File: src/rtl/fifo_wrt_arbiter_if.sv
// Write-port bundle between requesters, arbiter and async FIFO.
// master: requesters + FIFO side; slave: the arbiter.
interface fifo_wrt_arbiter_if #(
  parameter int NREQ = 4,
  parameter int DW   = 8
);
  logic [NREQ-1:0]    req;
  logic [NREQ*DW-1:0] req_data;
  logic [NREQ-1:0]    ack;
  logic [NREQ-1:0]    grant;
  logic               full;
  logic               wrt_en;
  logic [DW-1:0]      wrt_data;

  modport master (
    output req,
    output req_data,
    output full,
    input  ack,
    input  grant,
    input  wrt_en,
    input  wrt_data
  );

  modport slave (
    input  req,
    input  req_data,
    input  full,
    output ack,
    output grant,
    output wrt_en,
    output wrt_data
  );
endinterface

File: src/rtl/fifo_wrt_arbiter.sv
// Round-robin burst arbiter for the async FIFO write port.
// Ports: wrt_clk, wrt_rst_n, bus (slave), busy, beat_cnt.
module fifo_wrt_arbiter #(
  parameter int NREQ      = 4,
  parameter int DW        = 8,
  parameter int MAX_BURST = 4
) (
  input  logic                wrt_clk,
  input  logic                wrt_rst_n,
  fifo_wrt_arbiter_if.slave   bus,
  output logic                busy,
  output logic [15:0]         beat_cnt
);

  localparam int PW = (NREQ > 1) ? $clog2(NREQ) : 1;
  localparam int CW = (MAX_BURST > 1) ? $clog2(MAX_BURST) : 1;
  localparam logic [CW-1:0] CNT_LAST = CW'(MAX_BURST - 1);
  localparam logic [PW-1:0] IDX_LAST = PW'(NREQ - 1);
  localparam logic [NREQ-1:0] ONE = {{(NREQ-1){1'b0}}, 1'b1};

  typedef enum logic {
    IDLE,
    BURST
  } state_t;

  state_t          state_q;
  state_t          state_d;
  logic [NREQ-1:0] grant_q;
  logic [NREQ-1:0] grant_d;
  logic [PW-1:0]   rr_q;
  logic [PW-1:0]   rr_d;
  logic [CW-1:0]   cnt_q;
  logic [CW-1:0]   cnt_d;
  logic [15:0]     beat_q;
  logic [15:0]     beat_d;

  logic [NREQ-1:0] ack;
  logic [PW-1:0]   gidx;
  logic [PW-1:0]   nxt;
  logic [PW-1:0]   from;
  logic            win_ok;
  logic [PW-1:0]   win_idx;
  logic [NREQ-1:0] win_oh;
  logic            g_ack;
  logic            g_req;
  logic            rel;
  logic [DW-1:0]   data_mux;

  assign ack   = grant_q & bus.req & {NREQ{~bus.full}};
  assign g_ack = |ack;
  assign g_req = |(grant_q & bus.req);

  always_comb begin
    gidx = '0;
    for (int i = 0; i < NREQ; i++) begin
      if (grant_q[i]) gidx = PW'(i);
    end
  end

  assign nxt = (gidx == IDX_LAST) ? '0 : gidx + PW'(1);

  // Mid-burst the search starts after the holder; idle uses rr_q.
  assign from = (state_q == BURST) ? nxt : rr_q;

  always_comb begin
    int idx;
    idx     = 0;
    win_ok  = 1'b0;
    win_idx = '0;
    for (int k = 0; k < NREQ; k++) begin
      idx = int'(from) + k;
      if (idx >= NREQ) idx = idx - NREQ;
      if (!win_ok && bus.req[idx]) begin
        win_ok  = 1'b1;
        win_idx = PW'(idx);
      end
    end
  end

  assign win_oh = win_ok ? (ONE << win_idx) : '0;

  always_comb begin
    data_mux = '0;
    for (int i = 0; i < NREQ; i++) begin
      if (grant_q[i]) data_mux = bus.req_data[i*DW +: DW];
    end
  end

  // Release on the last beat, or as soon as the holder withdraws.
  assign rel = (g_ack && (cnt_q == CNT_LAST)) || !g_req;

  always_comb begin
    state_d = state_q;
    grant_d = grant_q;
    rr_d    = rr_q;
    cnt_d   = cnt_q;
    beat_d  = beat_q;
    unique case (state_q)
      IDLE: begin
        if (|bus.req) begin
          grant_d = win_oh;
          cnt_d   = '0;
          state_d = BURST;
        end
      end
      BURST: begin
        if (g_ack) begin
          cnt_d  = cnt_q + CW'(1);
          beat_d = beat_q + 16'd1;
        end
        if (rel) begin
          rr_d  = nxt;
          cnt_d = '0;
          if (win_ok) begin
            grant_d = win_oh;
          end else begin
            grant_d = '0;
            state_d = IDLE;
          end
        end
      end
      default: begin
        state_d = IDLE;
        grant_d = '0;
      end
    endcase
  end

  always_ff @(posedge wrt_clk or negedge wrt_rst_n) begin
    if (!wrt_rst_n) begin
      state_q <= IDLE;
      grant_q <= '0;
      rr_q    <= '0;
      cnt_q   <= '0;
      beat_q  <= '0;
    end else begin
      state_q <= state_d;
      grant_q <= grant_d;
      rr_q    <= rr_d;
      cnt_q   <= cnt_d;
      beat_q  <= beat_d;
    end
  end

  assign bus.ack      = ack;
  assign bus.grant    = grant_q;
  assign bus.wrt_en   = g_ack;
  assign bus.wrt_data = data_mux;
  assign busy         = (state_q == BURST);
  assign beat_cnt     = beat_q;

endmodule

File: src/flat_wrapper.sv
// flat-port wrapper written by rule: the top's interface ports become plain ports
module fifo_wrt_arbiter_flat 
#(
  parameter int NREQ      = 4,
  parameter int DW        = 8,
  parameter int MAX_BURST = 4
)
  (wrt_clk, wrt_rst_n, busy, beat_cnt, bus_req, bus_req_data, bus_full, bus_ack, bus_grant, bus_wrt_en, bus_wrt_data);
  fifo_wrt_arbiter_if #(.NREQ(NREQ), .DW(DW)) bus_i ();
  input  logic wrt_clk;
  input  logic wrt_rst_n;
  output logic busy;
  output logic [15:0] beat_cnt;
  input wire logic [$bits(bus_i.req)-1:0] bus_req;
  input wire logic [$bits(bus_i.req_data)-1:0] bus_req_data;
  input wire logic [$bits(bus_i.full)-1:0] bus_full;
  output wire logic [$bits(bus_i.ack)-1:0] bus_ack;
  output wire logic [$bits(bus_i.grant)-1:0] bus_grant;
  output wire logic [$bits(bus_i.wrt_en)-1:0] bus_wrt_en;
  output wire logic [$bits(bus_i.wrt_data)-1:0] bus_wrt_data;
  assign bus_i.req = bus_req;
  assign bus_i.req_data = bus_req_data;
  assign bus_i.full = bus_full;
  assign bus_ack = bus_i.ack;
  assign bus_grant = bus_i.grant;
  assign bus_wrt_en = bus_i.wrt_en;
  assign bus_wrt_data = bus_i.wrt_data;
  fifo_wrt_arbiter #(.NREQ(NREQ), .DW(DW), .MAX_BURST(MAX_BURST)) u_core (.wrt_clk(wrt_clk), .wrt_rst_n(wrt_rst_n), .bus(bus_i), .busy(busy), .beat_cnt(beat_cnt));
endmodule
File: config.mk
export PLATFORM = sky130hd
export DESIGN_NAME = fifo_wrt_arbiter_flat
export DESIGN_NICKNAME = d
export VERILOG_FILES = /design/src/rtl/fifo_wrt_arbiter_if.sv /design/src/rtl/fifo_wrt_arbiter.sv /design/src/flat_wrapper.sv
export SDC_FILE = /design/constraint.sdc
export NUM_CORES = 1
export LEC_CHECK = 0
export ABC_AREA = 0
export BUFFER_PORTS_ARGS = -buffer_cell sky130_fd_sc_hd__clkbuf_2
export CAP_MARGIN = 20
export CORE_MARGIN = 5
export CORE_UTILIZATION = 35
export DETAILED_ROUTE_END_ITERATION = 12
export GPL_ROUTABILITY_DRIVEN = 1
export HOLD_SLACK_MARGIN = 0.1
export SYNTH_ARGS = -nofsm -noshare
export SYNTH_HDL_FRONTEND = slang
export SYNTH_SLANG_ARGS = --single-unit
export TNS_END_PERCENT = 1
File: constraint.sdc
create_clock -name wrt_clk -period 2.5 [get_ports wrt_clk]
set_clock_uncertainty 0.2 [all_clocks]
set_input_delay 0.25 -clock wrt_clk [delete_from_list [all_inputs] [get_ports wrt_clk]]
set_output_delay 0.25 -clock wrt_clk [all_outputs]
set_load 0.01 [all_outputs]
# After elaboration in Yosys (flattened, before gate mapping)
# Index checks and enable logic that the tools add are counted.
[classes]
addsub = 10
n_lt_le_gt_ge = 8
n_eq_ne = 5
shift = 1
muxes = 46
bitwise_logic = 4
n_reduce_logical = 16
[ops]
columns = ["operator", "count"]
rows = [
  ["$lt A32 B4 Y1 const B", 4],
  ["$mux W32", 4],
  ["$ge A32 B4 Y1 const B", 3],
  ["$sub A32 B4 Y32 const B", 3],
  ["$mux W8", 4],
  ["$mux W2", 11],
  ["$add A16 B1 Y16 const B", 1],
  ["$mux W1", 16],
  ["$mux W4", 4],
  ["$reduce_or A4 Y1", 3],
  ["$and A4 B4 Y4", 2],
  ["$bmux W1 S2", 4],
  ["$pmux W4 S2", 1],
  ["$reduce_and A2 Y1", 4],
  ["$add A2 B2 Y3 const B", 2],
  ["$add A2 B1 Y2 const B", 2],
  ["$eq A2 B2 Y1 const B", 2],
  ["$logic_and A1 B1 Y1", 4],
  ["$logic_not A1 Y1", 4],
  ["$pmux W2 S2", 1],
  ["$shl A1 B2 Y4 const A", 1],
  ["$sub A2 B3 Y4 const B", 1],
  ["$add A2 B1 Y3 const B", 1],
  ["$ge A2 B3 Y1 const B", 1],
  ["other kinds (6)", 7],
]
[word_totals]
register_bits = 25
out_inout_bits = 34
word_cells = 95

# Depth between registers and ports, before layout
# Gate-level depths: netlist of the first run.
[logic_depth]
word_depth = 26
ltp_mapped = 7

# Least setup slack after synthesis of the first run
# Ideal clock, no wire load.
[synth_path]
path_kind = "register to output"
startpoint = "reg u_core.grant_q[3] (netlist: u_core.bus.grant[3])"
endpoint = "out bus_wrt_data[0]"
t_arrival_ps = 1569
required_time_ps = 2050
path_slack_ps = 481
path_stages_with_launch = 5
path_buffers = 1
cell_sequence = "dfrtp_1 > clkbuf_1 > nor4_1 > a22oi_1 > o21ai_0"
[synth_between]
elab_chain_cells = 1
[synth_rtl]
columns = ["element", "line", "text"]
rows = [
  ["start, declared", "fifo_wrt_arbiter.sv:28", "logic [NREQ-1:0] grant_q;"],
  ["start signal, assigned", "fifo_wrt_arbiter.sv:138", "grant_q <= grant_d;"],
  ["$mux W8", "fifo_wrt_arbiter.sv:85", "if (grant_q[i]) data_mux = bus.req_data[i*DW +: DW];"],
  ["end, declared", "flat_wrapper.sv:20", "output wire logic [$bits(bus_i.wrt_data)-1:0] bus_wrt_data;"],
]
# Every way passes these cells.

# Worst setup path after layout of the first run
[layout_path]
startpoint = "reg u_core.grant_q[2] (netlist: u_core.bus.grant[2])"
endpoint = "out bus_wrt_data[7]"
[layout_between]
elab_chain_cells = 2
[layout_rtl]
columns = ["element", "line"]
rows = [
  ["$mux W8 (2 in series)", "fifo_wrt_arbiter.sv:85"],
]
# Every way passes these cells.

==> results.cfg, run 1 <==
[outcome]
status = complete, no violations

[logic_synthesis]
yosysWarningCount = 0
syn_avg_cell_area_um2 = 9.83
syn_nets = 194
synth_area_um2 = 1500
synthCells = 153
synth_seq_area_share_pct = 41.6
synth-seq-cells = 25
synth_edf_count = 0
yosysTopAreaCell = dfrtp_1
synth_top_area_share_pct = 41.6
synth_area_leaders = dfrtp_1 42%, a22oi_1 8.0%, xnor2_1 7.6%, nand2_1 4.0%, o21ai_0 3.7%
synth_cell_type_count = 42
ys.flop_type = dfrtp_1
synthArstFlopShare_pct = 100

[detailed_routing]
postRouteAntennaNets = 0
wl_per_cell_um = 13.7
drtIter0Drc = 42
drcViolationCount = 0
drt_wl_total_um = 3790
vias_per_cell = 5.12
vias = 1414
first_pass_iters = 4

[worst_setup_path]
end_kind = output port
startpoint = u_core.bus.grant[2]$_DFFE_PN0P_
path_delay_family = buffers and inverters
rr_endpoint = u_core.bus.grant[2]$_DFFE_PN0P_
startpoint_type = flop
path_max_fanout = 9
critPathKind = reg2out
path_common_cell = buf_4
worst_ep_required_time_ps = 2050
r2r_setup_slack_ps = 480
worstPathArrival_ps = 1780
r2r_start = u_core.bus.grant[2]$_DFFE_PN0P_
path_depth = 6
slowest_delay_ps = 480
crit_chain = buf_4 -> nor4_1 -> buf_4 -> a22oi_1 -> o21ai_0 -> clkbuf_2
critPathBufInv = 3
cp_slowest_cell = dfrtp_1
crit_end = bus_wrt_data[7]
worstRegToRegCells = 5

[timing]
worst_hold_slack_ps = 127
setup_viol = 0
setup_tns_ps = 0
timing.slew.headroom_pct = 59.3
period_minus_slack_ps = 2230
rsz0062_at_grt = no
slew_viol_final = 0
hold_violations = 0
finalCritPeriodShare_pct = 89.2
fmax_mhz = 448
worst_slew_pin_slew_ps = 611

[die]
pin_count = 73
start_util_pct = 36.8
rows = 23
coreArea_um2 = 4090
die_w_um = 75.6
die_area_um2 = 5710
die_h_um = 75.6

[final_layout]
syn_to_final_growth_pct = 31.4
fillers = 406
post-route-util_pct = 48.3
fin_nets = 268
drive_gt1_share_pct = 39.4
diodes = 0
stdcell_area_um2 = 1980

[global_routing]
grt_use_total_pct = 14.1
grt_pass1_vias = 1437
grt.overflow.total = 0
antenna_found_initial = 0
grt_pass1_wl_um = 6190
grt_max_degree = 26

[clock_network]
cts_tree = built
cts-root-buf = clkbuf_8
h-tree-depth = 1
cts_resized = 0
clkLatencyLatePin_ps = 270
cts_buffer_depth = 2
cts.sinks = 25
cts_made_buffers = 3
clkTransAtPathRegs_ps = 90
post_cts.repair.setup_buffers = 0
postCtsHoldBufs = 1

[placement]
place_congestion = 0.731
dpl.hpwl_um = 3100
numPortBuffers = 72
dpl_cell_area_um2 = 1920

[power]
finalPower_uw = 1840
p_sw_uw = 767
p_per_area_nw_per_um2 = 929
clkPwrFrac_pct = 13.3
p_sw_share_pct = 41.8
seqPwrFrac_pct = 33.7
p_leak_uw = 0.000963
ir_drop_mv = 0.419
p_comb_share_pct = 53.1
internal_power_uw = 1070

[min_path]
holdCritStartpoint = bus_req[1]
holdCritPathClass = in2reg

[flow_run]
drv_cap = 0
## routing by layer
metal,vias to the layer above,part of all wire [%],GRT usage (%)
met5,-,0,0
met4,0,0.50,5.63
met3,2,11,3.83
met2,70,45,23.0
met1,635,44,17.5
li1,707,-,-
## power groups by stage
stage	logic, µW	registers (µW)	clock network, µW
CTS	993	622	253
finish	974	618	244
global route	1100	636	266
global placement	988	624	0
detailed placement	989	630	0
floorplan	657	625	0
## state kept, by name, summed over array words and instances, names as in the netlist
| register | cells |
|---|---|
| u_core.rr_q | 2 |
| u_core.cnt_q | 2 |
| u_core.bus.grant | 4 |
| u_core.busy | 1 |
| u_core.beat_cnt | 16 |
## layout make-up
type	instances	area (µm²)	area share, %
multi-input combinational	116	823	41.7
sequential	25	626	31.7
timing repair buffer	77	400	20.3
tap	50	62.6	3.17
clock buffer	3	41.3	2.09
inverter	4	15.0	0.760
clock inverter	1	7.51	0.380
## worst register-to-register path, delay by kind of cell, from the launching register on
kind,cells,cell delay (ps)
mux,2,570
compound gates,2,510
flops,1,480
simple gates,1,150
## through the flow
stage | worst slack (ps) | instances
final | 270 | 276
after global routing | 44.5 | 276
after CTS | 223 | 276
after detailed placement | 477 | 271
after global placement | 490 | 271
after floorplan | 481 | 153
## Yosys cell counts, types with 3 or more instances
cell type,n
nand3_1,5
mux2i_1,3
nand2_1,16
xnor2_1,13
o21ai_0,11
nor2_1,7
nand4_1,3
dfrtp_1,25
inv_1,4
a22oi_1,16
clkbuf_1,5
## layout by cell type (no fill, tap or decap), drive strengths merged, types with 2 or more instances in the layout
| cell type | netlist | routed |
|---|---|---|
| a21oi | 2 | 2 |
| o21ai | 12 | 12 |
| a22oi | 16 | 16 |
| mux2i | 3 | 3 |
| clkbuf | 5 | 75 |
| o211ai | 2 | 2 |
| ha | 2 | 2 |
| and4 | 3 | 3 |
| o22ai | 2 | 2 |
| nand4 | 3 | 3 |
| buf | 3 | 4 |
| nor2 | 7 | 7 |
| mux2 | 3 | 3 |
| nor2b | 2 | 2 |
| nor3 | 2 | 2 |
| dfrtp | 25 | 25 |
| xor2 | 2 | 2 |
| nor4 | 3 | 3 |
| a31o | 2 | 2 |
| a211oi | 2 | 2 |
| nand2 | 16 | 16 |
| inv | 4 | 4 |
| nand2b | 2 | 2 |
| nand3 | 5 | 5 |
| xnor2 | 13 | 13 |
## logic make-up after synthesis
kind of cell / count (synthesis) / share of synthesized area (%)
buffers and inverters: 12 / 3.66
DFF: 25 / 41.6
xor gates and xnor gates: 15 / 8.74
AOI/OAI and AO/OA: 43 / 20.1
and+or+nand+nor: 50 / 19.7
adders and majority gates: 2 / 1.66
muxes: 6 / 4.49
## worst min path at each step
stage	end	slack (ps)	depth (start not counted)
after detailed placement	u_core.beat_cnt[15]$_DFFE_PN0P_	100	1
after global placement	u_core.beat_cnt[10]$_DFFE_PN0P_	90	1
after floorplan	u_core.beat_cnt[0]$_DFFE_PN0P_	-250	0
after global routing	u_core.bus.grant[1]$_DFFE_PN0P_	140	3
final	u_core.bus.grant[1]$_DFFE_PN0P_	130	3
after CTS	u_core.bus.grant[1]$_DFFE_PN0P_	120	3
Note: power is estimated with default switching activity, not from simulation.
==> inputs of run 2 (changes only) <==
Settings changed: PLACE_DENSITY_LB_ADDON set to 0.15, REMOVE_ABC_BUFFERS set to 1.
==> run 2 against run 1 <==
Effect of this change: combinational power rose by 4%; total power rose by 1.0%; routed wire length rose by 4.2%; non-clock buffer count is 1 higher; setup slack better by 32 ps; fmax increased by 1.4%; via count shrank 0.28%; worst hold slack lost 11 ps; critical path depth stayed put; count of clock-buffer cells in the layout rose by 1; sequential power fell by 0.8%; largest cell class unchanged.
==> results.cfg, run 2 (synthesized netlist as in run 1, its figures left out) <==
[min_path]
hold-path-cell-count = 3
worstHoldEndpoint = u_core.bus.grant[0]$_DFFE_PN0P_
holdCritStartpoint = bus_req[0]
holdCritPathClass = in2reg

[placement]
place_congestion = 0.806
numPortBuffers = 72
dpl.hpwl_um = 3190

[power]
p_per_area_nw_per_um2 = 937
ir_drop_mv = 0.415
p_leak_uw = 0.000969

[clock_network]
cts_tree = built
cts_resized = 0
clkTransAtPathRegs_ps = 80
post_cts.repair.setup_buffers = 0
cts-root-buf = clkbuf_8
clkLatencyLatePin_ps = 260
cts.sinks = 25
h-tree-depth = 1
cts_buffer_depth = 2
cts_made_buffers = 3

[die]
coreArea_um2 = 4090
pin_count = 73
rows = 23
start_util_pct = 36.8
die_h_um = 75.6
die_area_um2 = 5710
die_w_um = 75.6

[worst_setup_path]
startpoint = u_core.bus.grant[2]$_DFFE_PN0P_
r2r_setup_slack_ps = 440
worstPathArrival_ps = 1750
worst_ep_required_time_ps = 2050
r2r_start = u_core.bus.grant[2]$_DFFE_PN0P_
path_max_fanout = 10
critPathKind = reg2out
end_kind = output port
startpoint_type = flop
worstRegToRegCells = 5
rr_endpoint = u_core.bus.grant[2]$_DFFE_PN0P_

[final_layout]
syn_to_final_growth_pct = 31.6
largest_reg_flops = 16
fin_nets = 269
layout_common_cells = 72 x clkbuf_2, 25 x dfrtp_1, 16 x nand2_1, 16 x a22oi_1, 13 x xnor2_1
diodes = 0
layout_commonest_cell = clkbuf_2
drive_gt1_share_pct = 39.2

[timing]
worst_slew_pin_slew_ps = 617
setup_viol = 0
timing.slew.headroom_pct = 58.9
fmax_mhz = 455
rsz0062_at_grt = no
hold_violations = 0
worst_hold_slack_ps = 116
period_minus_slack_ps = 2200
finalCritPeriodShare_pct = 87.9
setup_tns_ps = 0
slew_viol_final = 0

[outcome]
status = complete, no violations

[detailed_routing]
wl_per_cell_um = 14.3
drt_wl_total_um = 3950
drtIter0Drc = 59
postRouteAntennaNets = 0
vias = 1410
drcViolationCount = 0
vias_per_cell = 5.09
first_pass_iters = 4

[global_routing]
grt_use_total_pct = 13.9
grt_pass1_wl_um = 6120
grt_max_degree = 26
grt.overflow.total = 0
grt_pass1_vias = 1258
antenna_found_initial = 0

[flow_run]
drv_cap = 0
## run 2: final cells by class
cell class / count / area (µm²)
fill: 418 / 2110
multi-input combinational: 116 / 823
sequential: 25 / 626
timing repair buffer: 78 / 408
tap: 50 / 62.6
clock buffer: 4 / 45.0
inverter: 4 / 15.0
## run 2: layer usage
metal / part of all wire [%] / vias up / global-route usage, %
met2: 48 / 53 / 20.8
met3: 7.9 / 2 / 4.35
met1: 44 / 644 / 19.7
met5: 0 / - / 0
met4: 0.43 / 0 / 2.91
li1: - / 711 / -
## run 2: worst max path at each step
| stage | to | cells after the start |
|---|---|---|
| final | bus_wrt_data[2] | 6 |
| after global routing | bus_wrt_data[0] | 6 |
| after CTS | bus_wrt_data[2] | 6 |
| after detailed placement | u_core.bus.grant[2]$_DFFE_PN0P_ | 5 |
| after global placement | u_core.bus.grant[2]$_DFFE_PN0P_ | 5 |
| after floorplan | u_core.bus.grant[2]$_DFFE_PN0P_ | 5 |
## run 2: stage by stage
step                      cell area [µm²]  util, %  power, µW  cells  setup WS, ps
after floorplan                      1460        -       1240    145           337
after global placement               1920     47.1       1630    272           471
after detailed placement             1920     47.1       1630    272           446
after CTS                            1980     48.4       1880    277           271
after global routing                 1980     48.4       2020    277           113
final                                1980     48.4       1850    277           302
## run 2: where the power goes
| part | switching, µW | leakage [µW] | internal [µW] | total, µW |
|---|---|---|---|---|
| Combinational | 544 | 0.000618 | 463 | 1010 |
| Clock | 122 | 0.0000228 | 114 | 236 |
| Sequential | 109 | 0.000328 | 503 | 613 |
| Total | 775 | 0.000969 | 1080 | 1850 |
## run 2: what timing repair did
action	CTS	global route
hold buffers	1	0
hold endpoints to repair	25	0
setup endpoints to repair	0	0
## run 2: worst max-delay path: stages, from the launching register on
cell and delay, ps:
dfrtp_1 490, buf_4 210, nor4_1 260, buf_4 200, a22oi_1 70, o21ai_0 80
clkbuf_2 160
==> inputs of run 3 (changes only) <==
Settings changed: PLACE_DENSITY_LB_ADDON 0.15 to unset.
==> run 3 against run 2 <==
Effect of this change: combinational power about the same; sequential power up 1%; global-route usage down 0.25 points; non-clock buffer count up 1; worst hold slack better by 18 ps; fmax down 0.40%; critical endpoint is now bus_wrt_data[3].
==> results.cfg, run 3 (synthesized netlist as in run 1, its figures left out) <==
[outcome]
status = complete, no violations

[global_routing]
grt_max_degree = 26
grt_pass1_vias = 1429
antenna_found_initial = 0
grt.overflow.total = 0
grt_use_total_pct = 13.7
grt_pass1_wl_um = 6150

[clock_network]
cts_buffer_depth = 2
post_cts.repair.setup_buffers = 0
postCtsHoldBufs = 2
cts_resized = 0
cts_made_buffers = 3
clkTransAtPathRegs_ps = 90
clkLatencyLatePin_ps = 270
cts.sinks = 25
h-tree-depth = 1
cts-root-buf = clkbuf_8
cts_tree = built

[placement]
dpl_cell_area_um2 = 1920
dp_cells = 272
place_congestion = 0.827
numPortBuffers = 72
dpl.hpwl_um = 3000

[timing]
hold_violations = 0
timing.slew.headroom_pct = 58.2
setup_tns_ps = 0
fmax_mhz = 453
setup_viol = 0
finalCritPeriodShare_pct = 88.3
worst_hold_slack_ps = 134
worst_slew_pin_slew_ps = 627
period_minus_slack_ps = 2210
slew_viol_final = 0
rsz0062_at_grt = no

[detailed_routing]
postRouteAntennaNets = 0
drcViolationCount = 0
vias = 1403
wl_per_cell_um = 13.5
vias_per_cell = 5.05
drt_wl_total_um = 3750
first_pass_iters = 4
drtIter0Drc = 51

[worst_setup_path]
critPathKind = reg2out
path_max_fanout = 9
worst_ep_required_time_ps = 2050
r2r_setup_slack_ps = 450
end_kind = output port
worstPathArrival_ps = 1760
startpoint_type = flop

[final_layout]
syn_to_final_growth_pct = 32.5
stdcell_area_um2 = 1990
layout_common_cells = 72 x clkbuf_2, 25 x dfrtp_1, 16 x nand2_1, 16 x a22oi_1, 13 x xnor2_1
largest_reg_flops = 16
drive_gt1_share_pct = 39.5
final_cell_count_no_fill = 278
layout_commonest_cell = clkbuf_2
diodes = 0
fin_nets = 270
fillers = 387

[die]
die_area_um2 = 5710
pin_count = 73
die_w_um = 75.6
die_h_um = 75.6
rows = 23
start_util_pct = 36.8
coreArea_um2 = 4090

[flow_run]
drv_cap = 0

[power]
p_leak_uw = 0.000973
finalPower_uw = 1850
p_per_area_nw_per_um2 = 929
ir_drop_mv = 0.357

[min_path]
holdCritPathClass = in2reg
## run 3: worst max-delay path: stages, from the launching register on
cell and delay, ps:
dfrtp_1 490, buf_4 210, nor4_1 270, buf_4 210, a22oi_1 70, o21ai_0 80, clkbuf_2 160
## run 3: final cells by class
class                   count  area (µm²)  area share (%)
clock buffers               3        41.3            2.07
clock inverters             1        7.51           0.377
inverters                   4        15.0           0.753
multi-input cells         116         823            41.3
flip-flops and latches     25         626            31.4
well taps                  50        62.6            3.14
repair buffers             79         418            21.0
## run 3: final timing paths
path | start | end | cells past startpoint
max | u_core.bus.grant[2]$_DFFE_PN0P_ | bus_wrt_data[3] | 6
min | bus_req[1] | u_core.bus.grant[1]$_DFFE_PN0P_ | 3
max reg2reg | u_core.bus.grant[2]$_DFFE_PN0P_ | u_core.bus.grant[2]$_DFFE_PN0P_ | 5
min reg2reg | u_core.beat_cnt[15]$_DFFE_PN0P_ | u_core.beat_cnt[15]$_DFFE_PN0P_ | 1
max in group asynchronous | wrt_rst_n | u_core.cnt_q[0]$_DFFE_PN0P_ | 2
min in group asynchronous | wrt_rst_n | u_core.beat_cnt[11]$_DFFE_PN0P_ | 2
## run 3: per-layer routing
| metal | share of wire, % | track usage, % | vias up | wire, µm |
|---|---|---|---|---|
| li1 | - | - | 717 | - |
| met1 | 47 | 17.9 | 636 | 1760 |
| met2 | 45 | 22.5 | 50 | 1690 |
| met3 | 8.1 | 4.09 | 0 | 305 |
| met4 | 0 | 2.52 | 0 | 0 |
| met5 | 0 | 0 | - | 0 |
## run 3: per-stage QoR
| stage | utilization (%) | setup WS, ps |
|---|---|---|
| floorplan | - | 337 |
| global route | 48.8 | 135 |
| global placement | 47.1 | 487 |
| CTS | 48.8 | 267 |
| detailed placement | 47.1 | 475 |
| finish | 48.8 | 293 |
## run 3: where the power goes
group          switching [µW]  internal [µW]  leakage, µW
Combinational             524            463     0.000622
Sequential                116            503     0.000328
Clock                     133            113    0.0000217
